$ cat src/rtl/seg_msg_pkg.sv
// Shared constants for the segment message sequencer: message length,
// glyph ROM contents and the sequencer FSM state encoding.
package seg_msg_pkg;

  localparam int MSG_LEN  = 14;
  localparam int LAST_IDX = 13;
  localparam int IDX_W    = 4;

  // Glyph patterns as {dp,a,b,c,d,e,f,g}, one per message position
  localparam logic [7:0] GLYPH_ROM [0:MSG_LEN-1] = '{
    8'h80, 8'h5B, 8'h4F, 8'h15, 8'h7E, 8'h0E, 8'h5F,
    8'h3E, 8'h0E, 8'h5F, 8'h7E, 8'h15, 8'h3E, 8'h0E
  };

  typedef enum logic [1:0] {
    ST_IDLE = 2'd0,
    ST_RUN  = 2'd1,
    ST_HOLD = 2'd2
  } state_t;

  // Out-of-range indices read as blank rather than wrapping into the table
  function automatic logic [7:0] glyph_at(input logic [IDX_W-1:0] i);
    logic [7:0] g;
    g = 8'h00;
    if (i <= IDX_W'(LAST_IDX)) g = GLYPH_ROM[i];
    return g;
  endfunction

endpackage

$ cat src/rtl/btn_debounce.sv
// Push-button conditioner: two-flop synchronizer, stable-level debounce
// counter, and a registered one-cycle pulse on each accepted press.
module btn_debounce #(
  parameter int DEB_CYCLES = 50000
) (
  input  logic clk,
  input  logic rst_n,
  input  logic btn,
  output logic pulse
);

  localparam int CW = (DEB_CYCLES < 2) ? 1 : $clog2(DEB_CYCLES + 1);

  logic [1:0]    sync_reg;
  logic          level_reg;
  logic [CW-1:0] cnt_reg;
  logic          pulse_reg;

  // Bring the raw button into the clk domain through two flops
  always_ff @(posedge clk or negedge rst_n) begin
    if (!rst_n) sync_reg <= 2'b00;
    else        sync_reg <= {sync_reg[0], btn};
  end

  // Accept a new level only after DEB_CYCLES consecutive differing samples;
  // pulse only when the accepted level rises
  always_ff @(posedge clk or negedge rst_n) begin
    if (!rst_n) begin
      level_reg <= 1'b0;
      cnt_reg   <= '0;
      pulse_reg <= 1'b0;
    end else begin
      pulse_reg <= 1'b0;
      if (sync_reg[1] == level_reg) begin
        cnt_reg <= '0;
      end else if (cnt_reg == CW'(DEB_CYCLES - 1)) begin
        level_reg <= sync_reg[1];
        cnt_reg   <= '0;
        pulse_reg <= sync_reg[1];
      end else begin
        cnt_reg <= cnt_reg + 1'b1;
      end
    end
  end

  assign pulse = pulse_reg;

endmodule

$ cat src/rtl/seg_msg_sequencer.sv
// Steps a 14-glyph message out to a seven-segment display, either
// automatically at a programmable rate or one glyph per button press.
module seg_msg_sequencer
  import seg_msg_pkg::*;
#(
  parameter int DIV_BASE   = 1000000,
  parameter int DEB_CYCLES = 50000
) (
  input  logic       clk,
  input  logic       rst_n,
  input  logic       run_en,
  input  logic       step_btn,
  input  logic       clr,
  input  logic [1:0] rate_sel,
  output logic [7:0] seg_out,
  output logic [3:0] idx,
  output logic       wrap
);

  // Wide enough for the longest period (DIV_BASE << 3) without overflow
  localparam int PW = $clog2(DIV_BASE * 8 + 1);

  state_t           state_reg, state_next;
  logic [PW-1:0]    presc_reg, presc_next;
  logic [1:0]       rate_reg, rate_next;
  logic [IDX_W-1:0] idx_reg, idx_next;
  logic [7:0]       seg_reg, seg_next;
  logic             wrap_reg, wrap_next;
  logic [PW-1:0]    term;
  logic             tick;
  logic             advance;
  logic             step_pulse;

  btn_debounce #(.DEB_CYCLES(DEB_CYCLES)) u_step_deb (
    .clk   (clk),
    .rst_n (rst_n),
    .btn   (step_btn),
    .pulse (step_pulse)
  );

  // Terminal count uses the rate captured at the last reload, so a rate
  // change only takes effect from the following period
  assign term = (PW'(DIV_BASE) << rate_reg) - PW'(1);
  assign tick = (state_reg == ST_RUN) && (presc_reg == term);

  // State, prescaler and registered outputs
  always_ff @(posedge clk or negedge rst_n) begin
    if (!rst_n) begin
      state_reg <= ST_IDLE;
      presc_reg <= '0;
      rate_reg  <= 2'd0;
      idx_reg   <= '0;
      seg_reg   <= 8'h00;
      wrap_reg  <= 1'b0;
    end else begin
      state_reg <= state_next;
      presc_reg <= presc_next;
      rate_reg  <= rate_next;
      idx_reg   <= idx_next;
      seg_reg   <= seg_next;
      wrap_reg  <= wrap_next;
    end
  end

  // Next state: clr beats everything, then run_en, then a step press
  always_comb begin
    state_next = state_reg;
    if (clr) begin
      state_next = ST_IDLE;
    end else begin
      case (state_reg)
        ST_IDLE: begin
          if (run_en)          state_next = ST_RUN;
          else if (step_pulse) state_next = ST_HOLD;
        end
        ST_RUN:  if (!run_en) state_next = ST_HOLD;
        ST_HOLD: if (run_en)  state_next = ST_RUN;
        default: state_next = ST_IDLE;
      endcase
    end
  end

  // Index advance, wrap pulse, displayed glyph and prescaler reload
  always_comb begin
    advance    = 1'b0;
    idx_next   = idx_reg;
    wrap_next  = 1'b0;
    presc_next = '0;
    rate_next  = rate_reg;

    if (!clr) begin
      if (state_reg == ST_RUN && run_en && tick)           advance = 1'b1;
      if (state_reg == ST_HOLD && !run_en && step_pulse)   advance = 1'b1;
    end

    if (advance) begin
      wrap_next = (idx_reg == IDX_W'(LAST_IDX));
      idx_next  = wrap_next ? '0 : idx_reg + 1'b1;
    end

    if (state_next == ST_IDLE) begin
      idx_next  = '0;
      wrap_next = 1'b0;
    end

    seg_next = (state_next == ST_IDLE) ? 8'h00 : glyph_at(idx_next);

    // Count only while staying in RUN; any other case reloads from zero
    if (state_reg == ST_RUN && state_next == ST_RUN && !tick) begin
      presc_next = presc_reg + 1'b1;
    end else begin
      presc_next = '0;
      rate_next  = rate_sel;
    end
  end

  assign seg_out = seg_reg;
  assign idx     = idx_reg;
  assign wrap    = wrap_reg;

endmodule

$ cat config.mk
export PLATFORM = sky130hd
export DESIGN_NAME = seg_msg_sequencer
export DESIGN_NICKNAME = d
export VERILOG_FILES = /design/src/rtl/seg_msg_pkg.sv /design/src/rtl/btn_debounce.sv /design/src/rtl/seg_msg_sequencer.sv
export SDC_FILE = /design/constraint.sdc
export NUM_CORES = 1
export LEC_CHECK = 0
export ABC_AREA = 1
export CAP_MARGIN = 40
export CORE_MARGIN = 2
export CORE_UTILIZATION = 40
export DETAILED_ROUTE_END_ITERATION = 6
export GPL_ROUTABILITY_DRIVEN = 0
export PLACE_DENSITY = 0.56
export REMOVE_ABC_BUFFERS = 1
export SLEW_MARGIN = 20
export SYNTH_ARGS = -nofsm -noshare
export SYNTH_HDL_FRONTEND = slang
export SYNTH_SLANG_ARGS = --single-unit
$ cat constraint.sdc
create_clock -name clk -period 3.15 [get_ports clk]
set_clock_uncertainty 0.2 [all_clocks]
set_input_delay 0.63 -clock clk [delete_from_list [all_inputs] [get_ports clk]]
set_output_delay 0.63 -clock clk [all_outputs]
set_load 0.03 [all_outputs]
==> results of run 1 <==
## synthesized netlist by cell type
library cell / number / area share, %
nand2_1: 78 / 8.4
nor2_1: 63 / 6.8
dfrtp_1: 59 / 42
inv_1: 51 / 5.5
nand3_1: 26 / 3.7
xor2_1: 18 / 4.5
ha_1: 17 / 6.1
nor3_1: 17 / 2.4
o21ai_0: 14 / 2.0
a21oi_1: 8 / 1.1
nand2_2: 8 / 1.4
inv_2: 7 / 0.75
nand4_1: 7 / 1.3
xnor2_1: 6 / 1.5
nand2_4: 4 / 1.3
nand3_2: 4 / 1.1
nor2_2: 4 / 0.72
nor2_4: 4 / 1.3
o21ai_1: 3 / 0.43
a21oi_2: 2 / 0.50
buf_2: 2 / 0.29
nand3_4: 2 / 1.0
nor4_1: 2 / 0.36
nor4_2: 2 / 0.72
o21bai_1: 2 / 0.43
and3_1: 1 / 0.18
buf_4: 1 / 0.22
buf_6: 1 / 0.32
clkinv_1: 1 / 0.11
clkinv_4: 1 / 0.25
nand3b_1: 1 / 0.22
nand3b_4: 1 / 0.57
nand4_2: 1 / 0.36
nor3_2: 1 / 0.29
nor3b_1: 1 / 0.22
nor3b_2: 1 / 0.36
nor4_4: 1 / 0.61
or2_1: 1 / 0.18
or2_2: 1 / 0.18
## cell families (layout without fill, tap and decap cells)
| family | Yosys count | in the layout | share of synthesized area (%) |
|---|---|---|---|
| flops | 59 | 59 | 42.3 |
| buf+inv | 64 | 98 | 7.42 |
| compound gates | 29 | 29 | 4.51 |
| fa+ha+maj | 17 | 17 | 6.09 |
| simple gates | 231 | 231 | 33.7 |
| xor+xnor | 24 | 24 | 6.02 |
## per-stage QoR
step	std cells	hold WS (ns)	worst slack, ns	total power, uW
4_1_cts	565	0.152	0.0969	1580
2_1_floorplan	420	0.131	0.498	840
5_1_grt	566	0.00589	0.0199	1640
3_3_place_gp	550	0.138	0.151	884
3_5_place_dp	550	0.136	0.106	886
6_report	566	-0.00395	0.297	1560
## worst max-delay path by stage
stage                     start         end  cells past startpoint
finish              rate_reg[1]  seg_out[3]                     18
global route        rate_reg[0]  seg_out[3]                     17
detailed placement  rate_reg[1]  seg_out[3]                     18
CTS                 rate_reg[1]  seg_out[3]                     18
floorplan           rate_reg[0]  seg_out[3]                     17
global placement    rate_reg[1]  seg_out[3]                     18
## power by group
group / switching, uW / internal [uW]
Combinational: 65.1 / 37.7
Sequential: 7.12 / 767
Clock: 282 / 404
## layer usage
metal  global-route usage (%)  vias to the layer above
met5                        0                        -
li1                         -                     1403
met3                     4.10                        4
met1                     21.7                     1264
met4                     4.70                        0
met2                     27.3                       32
## repair_timing
item	in CTS	in global routing
hold buffers	0	0
gates resized for setup	0	8
endpoints found under the setup margin	0	6
## area by class of cell
cell class                 count  area (um^2)  share of cell area (%)
multi-input combinational    301         1780                    43.8
clock buffer                  13          159                    3.91
timing repair buffer          23          248                    6.10
clock inverter                 2         35.0                   0.862
tap                          108          135                    3.33
inverter                      60          230                    5.67
sequential                    59         1480                    36.4
==> run metrics, run 1 <==
WL/cell=12.5 um; number of diodes=0; failing checks=hold timing; reg2reg end=seg_out[3]; sequential area share after synthesis=42.3%; maximum number of pins on one net before global-route repair=32; Worst Tran Pin Value=0.412 ns; Via density=4.78; most used cell, CP=nand2_1; P&R area growth vs syn=16.4%; R2R cell count=18; status=finished, violations left; Starting Density=40.6%; Slowest Stage Delay on Critical Path=0.45 ns; Filler cells=858; Setup TNS=0 ns; minimum clock period=2.85 ns; # DRC=0; commonest non-fill, non-tap cells in the layout=nand2_1, nor2_1, dfrtp_1; Crit path required time=3.17 ns; Root Driver=clkbuf_8; Core Util, Final=47.3%; crit-path cells=inv_2, ha_1, inv_1, nor2_1, nand3_1, nand2_1, nand2_1, nor2_2, nand3_4, nand2_4, inv_1, nand2_1, nand3_2, ha_1, inv_1, nand2_1, o21ai_0, nor2_1; # H-tree levels=3; Leak=0.00185 uW; Post-Layout Inst Area=4060 um^2; Port Buffer Count=19; R2R Path Start=rate_reg[1]; CTS Buffer Depth=2; Routed WL=7050 um; WL met3=234 um; fin. max-slew vios=0; FP Rows=34; Min-Delay Path Class=input port to async pin; CP Buf/Inv Count=4; CTS tree=yes; Final setup violation count=0; wl on met1=3370 um; Clock Sink Count=59; max-cap viol count=0; vias in the first global route=2745; Critical Path AT=2.88 ns; fmax=350 MHz; total core area=8590 um^2; synth unique cells=39; Final nets=478; Synth Cell Area=3490 um^2; number of flip-flops in the largest register=23; placed wire-length estimate=5180 um; Yosys warnings=0; kind of cell adding the most delay to the critical path=simple AND/OR/NAND/NOR gates; CTS Buf Count=9; 1st-iter DRT viols=111; Crit Path Category=register to register; flop2flop setup slack=0.30 ns; crit share post-route=90.6%; Die W=97.4 um; synthesized area per cell=8.24 um^2; peak supply drop=0.266 mV; CTS clk-pin slew, worst paths=0.07 ns; I/O pin count=20; Hold Slack=-0.00395 ns; Die Area=9490 um^2; Crit. End Element=register; grt total ovfl=0; Slowest cell on crit path=dfrtp_2; die height=97.4 um; setup bufs post-CTS=0; CP startpoint kind=register; Skew-Pair Late Insertion Delay=0.33 ns; commonest non-fill, non-tap cell in the layout=nand2_1; gr usage total=16.5%; Post-DRT Antenna Nets=0; met2 wire length=3410 um; worst-path fanout max=7; DP Area=3820 um^2; first-pass GRT wire length=12800 um; PwrDens=384 nW/um^2; routed vias=2703; cells after synthesis=424; slew margin rel.=72.4%; RSZ-0062 raised after global routing=false; final hold vios=6; share of post-route cells with drive strength above 1=15.1%; #FFs+latches synth=59; top layer reached by signal wires=met4; Pre-antenna DRT Iters=4; initial antenna violation count=0
No activity file was read; power rests on OpenSTA's default activity.
==> run 2, diff against run 1 <==
- CTS_CLUSTER_SIZE: not set -> 8
==> results of run 2 <==
No change in the layout: final DEF, timing and power equal those of run 1.
==> run 3, diff against run 2 <==
- TNS_END_PERCENT: not set -> 50
==> results of run 3 <==
No change in the layout: final DEF, timing and power equal those of run 1.
